## config.mk

```make
export PLATFORM = sky130hd
export DESIGN_NAME = ieeedrv_sd_mux
export DESIGN_NICKNAME = d
export VERILOG_FILES = /design/src/rtl/ieeedrv_sd_mux.sv
export SDC_FILE = /design/constraint.sdc
export NUM_CORES = 1
export LEC_CHECK = 0
export BUFFER_PORTS_ARGS = -buffer_cell sky130_fd_sc_hd__buf_2
export CORE_ASPECT_RATIO = 1.4
export CORE_MARGIN = 2
export CORE_UTILIZATION = 47
export DETAILED_ROUTE_END_ITERATION = 10
export HOLD_SLACK_MARGIN = 0.1
export PLACE_DENSITY_LB_ADDON = 0.12
export SKIP_CTS_REPAIR_TIMING = 1
export SYNTH_ARGS = -nofsm -noshare
export SYNTH_HDL_FRONTEND = slang
export SYNTH_SLANG_ARGS = --single-unit
```

## constraint.sdc

```tcl
create_clock -name clk_sys -period 3.7 [get_ports clk_sys]
set_input_delay 0.185 -clock clk_sys [delete_from_list [all_inputs] [get_ports clk_sys]]
set_output_delay 0.185 -clock clk_sys [all_outputs]
set_load 0.05 [all_outputs]
```

## src/rtl/ieeedrv_sd_mux.sv

```systemverilog
// ieeedrv_sd_mux
// ----------------------------------------------------------------------------
// Round-robin arbiter that shares one host SD block channel between up to four
// drive subdrives. One subdrive owns the channel at a time. The owner's
// address, count and rd/wr request are latched onto the host side. The host's
// ack, buffer write strobe and the owner's write-back data are routed back.
//
// Build option: define IEEEDRV_SD_TIMEOUT_EN to abort an ISSUE that the host
// never acks within TIMEOUT clk_sys cycles. The aborted subdrive gets a
// one-cycle err pulse.
//
// Ports
//   clk_sys, reset          system clock, synchronous active-high reset
//   req_lba/req_blk_cnt     per-subdrive block address / count-1 (flattened,
//                           subdrive i occupies slice [i*W +: W])
//   req_rd, req_wr          per-subdrive level requests, held until ack rises
//   req_ack, req_buff_wr    per-subdrive ack / buffer write strobe (owner only)
//   req_buff_din            per-subdrive write-back data (flattened, 8 bits)
//   sd_lba, sd_blk_cnt      host block address / count, stable while granted
//   sd_rd, sd_wr            host request, dropped once the host acks
//   sd_ack, sd_buff_wr      host ack / buffer write strobe
//   sd_buff_din             owner's write-back data, 8'h00 when idle
//   grant                   one-hot channel owner, 0 when idle
//   err                     one-cycle timeout pulse per subdrive
// ----------------------------------------------------------------------------
module ieeedrv_sd_mux #(
  parameter int          SUBDRV  = 2,
  parameter logic [23:0] TIMEOUT = 24'd8000000
) (
  input  logic                 clk_sys,
  input  logic                 reset,
  input  logic [SUBDRV*32-1:0] req_lba,
  input  logic [SUBDRV*6-1:0]  req_blk_cnt,
  input  logic [SUBDRV-1:0]    req_rd,
  input  logic [SUBDRV-1:0]    req_wr,
  output logic [SUBDRV-1:0]    req_ack,
  output logic [SUBDRV-1:0]    req_buff_wr,
  input  logic [SUBDRV*8-1:0]  req_buff_din,
  output logic [31:0]          sd_lba,
  output logic [5:0]           sd_blk_cnt,
  output logic                 sd_rd,
  output logic                 sd_wr,
  input  logic                 sd_ack,
  input  logic                 sd_buff_wr,
  output logic [7:0]           sd_buff_din,
  output logic [SUBDRV-1:0]    grant,
  output logic [SUBDRV-1:0]    err
);

  localparam int IDX_W = (SUBDRV > 1) ? $clog2(SUBDRV) : 1;

  // Elaboration-time sanity check of the configuration.
  if (SUBDRV < 1 || SUBDRV > 4 || TIMEOUT == 24'd0) begin : g_bad_cfg
    $error("ieeedrv_sd_mux: SUBDRV must be 1..4 and TIMEOUT non-zero");
  end

  typedef enum logic [1:0] {
    IDLE  = 2'd0,
    ISSUE = 2'd1,
    XFER  = 2'd2,
    DONE  = 2'd3
  } state_t;

  state_t              state_q, state_d;
  logic [SUBDRV-1:0]   grant_q;
  logic [IDX_W-1:0]    owner_q;
  logic [IDX_W-1:0]    rr_q;
  logic                wait_ack_low_q;

  // Per-subdrive views of the flattened buses.
  logic [31:0] lba_a [SUBDRV];
  logic [5:0]  blk_a [SUBDRV];
  logic [7:0]  din_a [SUBDRV];

  for (genvar i = 0; i < SUBDRV; i++) begin : g_unpack
    assign lba_a[i] = req_lba[i*32 +: 32];
    assign blk_a[i] = req_blk_cnt[i*6 +: 6];
    assign din_a[i] = req_buff_din[i*8 +: 8];
  end

  // --------------------------------------------------------------------------
  // Round-robin scan: first pending subdrive at or after rr_q, wrapping.
  // --------------------------------------------------------------------------
  logic [SUBDRV-1:0] pending;
  logic              scan_hit;
  logic [IDX_W-1:0]  scan_idx;

  assign pending = req_rd | req_wr;

  always_comb begin : p_scan
    logic [IDX_W:0]   sum;
    logic [IDX_W-1:0] cand;
    // NOTE: every variable driven here gets a default before any branch,
    // otherwise paths that skip an assignment would infer latches.
    scan_hit = 1'b0;
    scan_idx = '0;
    sum      = '0;
    cand     = '0;
    for (int off = 0; off < SUBDRV; off++) begin
      sum = {1'b0, rr_q} + (IDX_W+1)'(off);
      if (sum >= (IDX_W+1)'(SUBDRV)) sum = sum - (IDX_W+1)'(SUBDRV);
      cand = sum[IDX_W-1:0];
      if (!scan_hit && pending[cand]) begin
        scan_hit = 1'b1;
        scan_idx = cand;
      end
    end
  end

  // A host transfer still running from before reset blocks arbitration
  // until the host drops ack.
  logic arb_block;
  logic grant_fire;

  assign arb_block  = wait_ack_low_q & sd_ack;
  assign grant_fire = (state_q == IDLE) && !arb_block && scan_hit;

  // --------------------------------------------------------------------------
  // Optional host-ack timeout
  // --------------------------------------------------------------------------
  logic tmo_fire;

`ifdef IEEEDRV_SD_TIMEOUT_EN
  logic [23:0]       tmo_q;
  logic [SUBDRV-1:0] err_q;

  assign tmo_fire = (state_q == ISSUE) && !sd_ack && (tmo_q == 24'd0);

  always_ff @(posedge clk_sys) begin
    if (reset) begin
      tmo_q <= 24'd0;
    end else if (grant_fire) begin
      tmo_q <= TIMEOUT;
    end else if (state_q == ISSUE && tmo_q != 24'd0) begin
      tmo_q <= tmo_q - 24'd1;
    end
  end

  always_ff @(posedge clk_sys) begin
    if (reset) begin
      err_q <= '0;
    end else begin
      err_q <= '0;
      if (tmo_fire) err_q[owner_q] <= 1'b1;
    end
  end

  assign err = err_q;
`else
  assign tmo_fire = 1'b0;
  assign err      = '0;
`endif

  // --------------------------------------------------------------------------
  // FSM: state register
  // --------------------------------------------------------------------------
  always_ff @(posedge clk_sys) begin
    // NOTE: sequential state uses non-blocking assignments so every register
    // samples the values present before this clock edge.
    if (reset) state_q <= IDLE;
    else       state_q <= state_d;
  end

  // --------------------------------------------------------------------------
  // FSM: next-state logic
  // --------------------------------------------------------------------------
  always_comb begin
    state_d = state_q;
    unique case (state_q)
      IDLE:    if (grant_fire) state_d = ISSUE;
      ISSUE: begin
        if (sd_ack)        state_d = XFER;
        else if (tmo_fire) state_d = DONE;
      end
      XFER:    if (!sd_ack) state_d = DONE;
      DONE:    state_d = IDLE;
      default: state_d = IDLE;
    endcase
  end

  // --------------------------------------------------------------------------
  // Registered channel datapath
  // --------------------------------------------------------------------------
  logic [IDX_W-1:0] rr_next;

  // Pointer to the subdrive after the current owner, modulo SUBDRV.
  assign rr_next = (owner_q == IDX_W'(SUBDRV - 1)) ? '0 : owner_q + 1'b1;

  always_ff @(posedge clk_sys) begin
    if (reset) begin
      grant_q        <= '0;
      owner_q        <= '0;
      rr_q           <= '0;
      sd_rd          <= 1'b0;
      sd_wr          <= 1'b0;
      sd_lba         <= 32'd0;
      sd_blk_cnt     <= 6'd0;
      wait_ack_low_q <= 1'b1;
    end else begin
      unique case (state_q)
        IDLE: begin
          if (!sd_ack) wait_ack_low_q <= 1'b0;
          if (grant_fire) begin
            grant_q    <= SUBDRV'(1) << scan_idx;
            owner_q    <= scan_idx;
            sd_lba     <= lba_a[scan_idx];
            sd_blk_cnt <= blk_a[scan_idx];
            // Write wins when a subdrive raises both requests.
            sd_wr      <= req_wr[scan_idx];
            sd_rd      <= req_rd[scan_idx] & ~req_wr[scan_idx];
          end
        end
        ISSUE: begin
          if (sd_ack) begin
            sd_rd <= 1'b0;
            sd_wr <= 1'b0;
          end else if (tmo_fire) begin
            // Abandon the request; the host may still ack late, so hold off
            // the next grant until ack is seen low.
            sd_rd          <= 1'b0;
            sd_wr          <= 1'b0;
            grant_q        <= '0;
            rr_q           <= rr_next;
            wait_ack_low_q <= 1'b1;
          end
        end
        XFER: begin
          if (!sd_ack) begin
            grant_q <= '0;
            rr_q    <= rr_next;
          end
        end
        DONE: begin
          // Single idle cycle so a subdrive re-requesting at once still has
          // to compete with the others through the advanced pointer.
        end
        default: begin
        end
      endcase
    end
  end

  // --------------------------------------------------------------------------
  // FSM outputs: routing between host and the granted subdrive
  // --------------------------------------------------------------------------
  always_comb begin
    req_ack     = grant_q & {SUBDRV{sd_ack}};
    req_buff_wr = grant_q & {SUBDRV{sd_ack & sd_buff_wr}};
    sd_buff_din = (|grant_q) ? din_a[owner_q] : 8'h00;
  end

  assign grant = grant_q;

endmodule

```

==> key figures <==
STA
  – Setup Skew: 0.00854 ns
  – Rel. slew slack: 54.4%
  – Unrepaired setup endpoints after global routing: false
  – Slew Limit Fails: 0
  – Hold Slack: 0.158 ns
  – Max frequency: 507 MHz
  – Minimum clock period: 1.97 ns
  – Setup-failing EPs final: 0
  – Final Cycle Share: 53.3%
  – TNS Setup: 0 ns
  – Hold Violations, Final: 0
  – Worst Max-Slew Pin Slew: 0.683 ns

GRT
  – Initial antenna violation count: 0
  – Grt total ovfl: 0
  – Pin count of the biggest net entering global routing: 45
  – Vias in the first global route: 2447
  – Overall global routing resource usage: 22.1%
  – First-pass GRT wire length: approximately 11000 µm

Floorplan
  – Core outline area: 5200 µm²
  – Starting density of the core: 48.9%
  – Io pins: 156
  – Die width: 66.1 µm
  – Num rows: 31
  – Die Y: 91 µm
  – Die area: 6020 µm²

Worst setup path
  – Worst setup EP type: flip-flop
  – Crit-path most repeated cell: inv_1
  – Largest fanout on the critical path: 44
  – Max stage delay on crit path: 0.47 ns
  – Crit-path cells: inv_1, ha_1, inv_1, a211oi_4, buf_4, nor2_1, a311oi_1
  – Critical Path Source Type: flip-flop
  – CP bufs+invs: 3
  – Top Family by Delay on Critical Path: buffers and inverters
  – CP Data Arrival Time: 2.17 ns
  – Critical path class: flip-flop to flip-flop
  – Critical Path RT: 3.90 ns
  – Crit-path slowest cell: buf_4

Min path
  – Hold Path Class: input port to flip-flop

Finish
  – Diode count: 0
  – Synth-to-Final Area Change: 32.6%
  – Layout Utilization: around two thirds
  – Layout cells sized above 1: 45.2%
  – Reg area: 941 µm²
  – Combined area of the multi-input logic cells: 1440 µm²
  – Final-stage net count: 542
  – Cell Count, Final, Fillers Out: 506
  – Layout fillers: 489

Detailed routing
  – Vias: about 2700
  – Vias/cell: 5.24
  – Wirelength per Cell: 13.1 µm
  – Initial drt markers: 176
  – Routed Antenna Nets: 0
  – Drc violations: 0
  – DR pass1 iterations: 4
  – Total Routed Length: 6620 µm

Power
  – PD cells: 863 nW/µm²
  – Leakage power total: 1.62 nW
  – Max rail drop VDD: 0.000490 V

Synth
  – Register area share after synthesis: 37.0%
  – Synth Cell Area: 2540 µm²
  – Ys Warns: 0
  – Synth unique cells: 32
  – Syn_area_per_cell: 8.53 µm²
  – Post-Syn Instances: 298
  – Yosys reg bits: 47

Placed design
  – Hpwl dp: 4990 µm
  – Port bufs: 153
  – Number of placed cells counting well taps: 498
  – GP Congestion: 0.737

Run status
  – Status: finished clean

Clocking
  – H-Tree Depth: 2
  – Worst-path clk slew: 0.08 ns
  – Num CTS Buffers: 5
  – Root Driver: clkbuf_8
  – Clock buffer depth: 2
  – Sink Count: 47
  – Clk_lat worst skew: 0.29 ns
  – CTS tree: built

Flow run
  – Max_cap viols: 0
-- metal layers --
| layer | up-vias | track usage [%] | share of wire (%) |
|---|---|---|---|
| met1 | 1236 | 24.9 | 40 |
| met2 | 92 | 40.7 | 53 |
| met5 | - | 0 | 0 |
| met3 | 6 | 4.96 | 6.1 |
| met4 | 0 | 5.27 | 0.88 |
| li1 | 1316 | - | - |
-- placed cells by master (no fill, tap or decap), types with 6 or more instances in the layout --
cell and count:
nand2_1 77, dfxtp_1 47, a311oi_2 30, a311oi_1 8, mux2i_1 10, nor2_1 54, buf_2 153, o21ai_0 6
-- stage by stage --
| step | setup WS [ns] | instance area [µm²] | power, mW |
|---|---|---|---|
| finish | 1.73 | 3370 | 2.91 |
| global placement | 1.88 | 3290 | 2.59 |
| detailed placement | 1.75 | 3290 | 2.63 |
| CTS | 1.73 | 3370 | 2.92 |
| floorplan | 1.93 | 2540 | 2.29 |
| global route | 1.50 | 3370 | 3.09 |
-- worst reg2reg max path, delay by kind of cell, from the launching register on --
kind / cells / cell delay, ns
AOI/OAI and AO/OA: 2 / 0.45
adders and majority gates: 1 / 0.29
buffers and inverters: 3 / 0.71
DFF: 1 / 0.33
and+or+nand+nor: 1 / 0.10
-- where the power goes --
| group | internal [mW] | switching, mW |
|---|---|---|
| Clock | 0.133 | 0.164 |
| Combinational | 0.493 | 1.32 |
| Sequential | 0.695 | 0.104 |
| Total | 1.32 | 1.58 |
-- Yosys cell counts, drive strengths merged --
master	count	share of area, %
nor3	2	0.39
mux2	1	0.44
nor4	1	0.84
o22ai	1	0.49
ha	3	1.5
o41ai	3	1.0
and2	2	0.49
a211oi	4	1.9
a311oi	38	20
nand2b	2	0.49
clkbuf	12	1.8
and3	3	0.74
nand3b	1	0.30
nand3	2	0.39
buf	13	3.8
nor2	54	8.0
o21ai	6	1.2
mux2i	10	3.9
o22a	1	0.34
conb	1	0.15
a2111oi	1	0.34
a21oi	4	0.79
nor2b	3	0.74
inv	5	0.74
dfxtp	47	37
nand2	77	11
a211o	1	0.34
-- sequential cells by signal (all words and copies together) (netlist names) --
| name | count |
|---|---|
| grant | 2 |
| owner_q | 1 |
| sd_rd | 1 |
| sd_wr | 1 |
| wait_ack_low_q | 1 |
| sd_blk_cnt | 6 |
| rr_q | 1 |
| sd_lba | 32 |
| state_q | 2 |
-- area by class of cell --
class	instances	area share, %
Clock buffer	7	2.27
Tap cell	66	2.45
Sequential cell	47	27.9
Timing Repair Buffer	158	23.8
Clock inverter	1	0.149
Multi-Input combinational cell	222	42.8
Inverter	5	0.557
-- logic make-up (layout without fill, tap and decap cells) --
| logic type | after synthesis | count (layout) | synth area share [%] |
|---|---|---|---|
| AND/OR/NAND/NOR | 147 | 147 | 23.7 |
| AO/OA/AOI/OAI | 59 | 59 | 26.9 |
| flip-flops | 47 | 47 | 37.0 |
| multiplexers | 11 | 11 | 4.38 |
| adder cells (fa/ha/maj) | 3 | 3 | 1.48 |
| buffers and inverters | 30 | 171 | 6.35 |
| other | 1 | 2 | 0.148 |
-- final timing paths --
check                           slack, ns       start    endpoint  depth (start not counted)
worst max register to register       1.73  state_q[0]  sd_lba[10]                          7
worst min-delay path                 0.16  req_lba[9]   sd_lba[9]                          3
worst min register to register       0.48       sd_rd       sd_rd                          2
worst max-delay path                 1.73  state_q[0]  sd_lba[10]                          7
(Power assumes the default switching activity.)
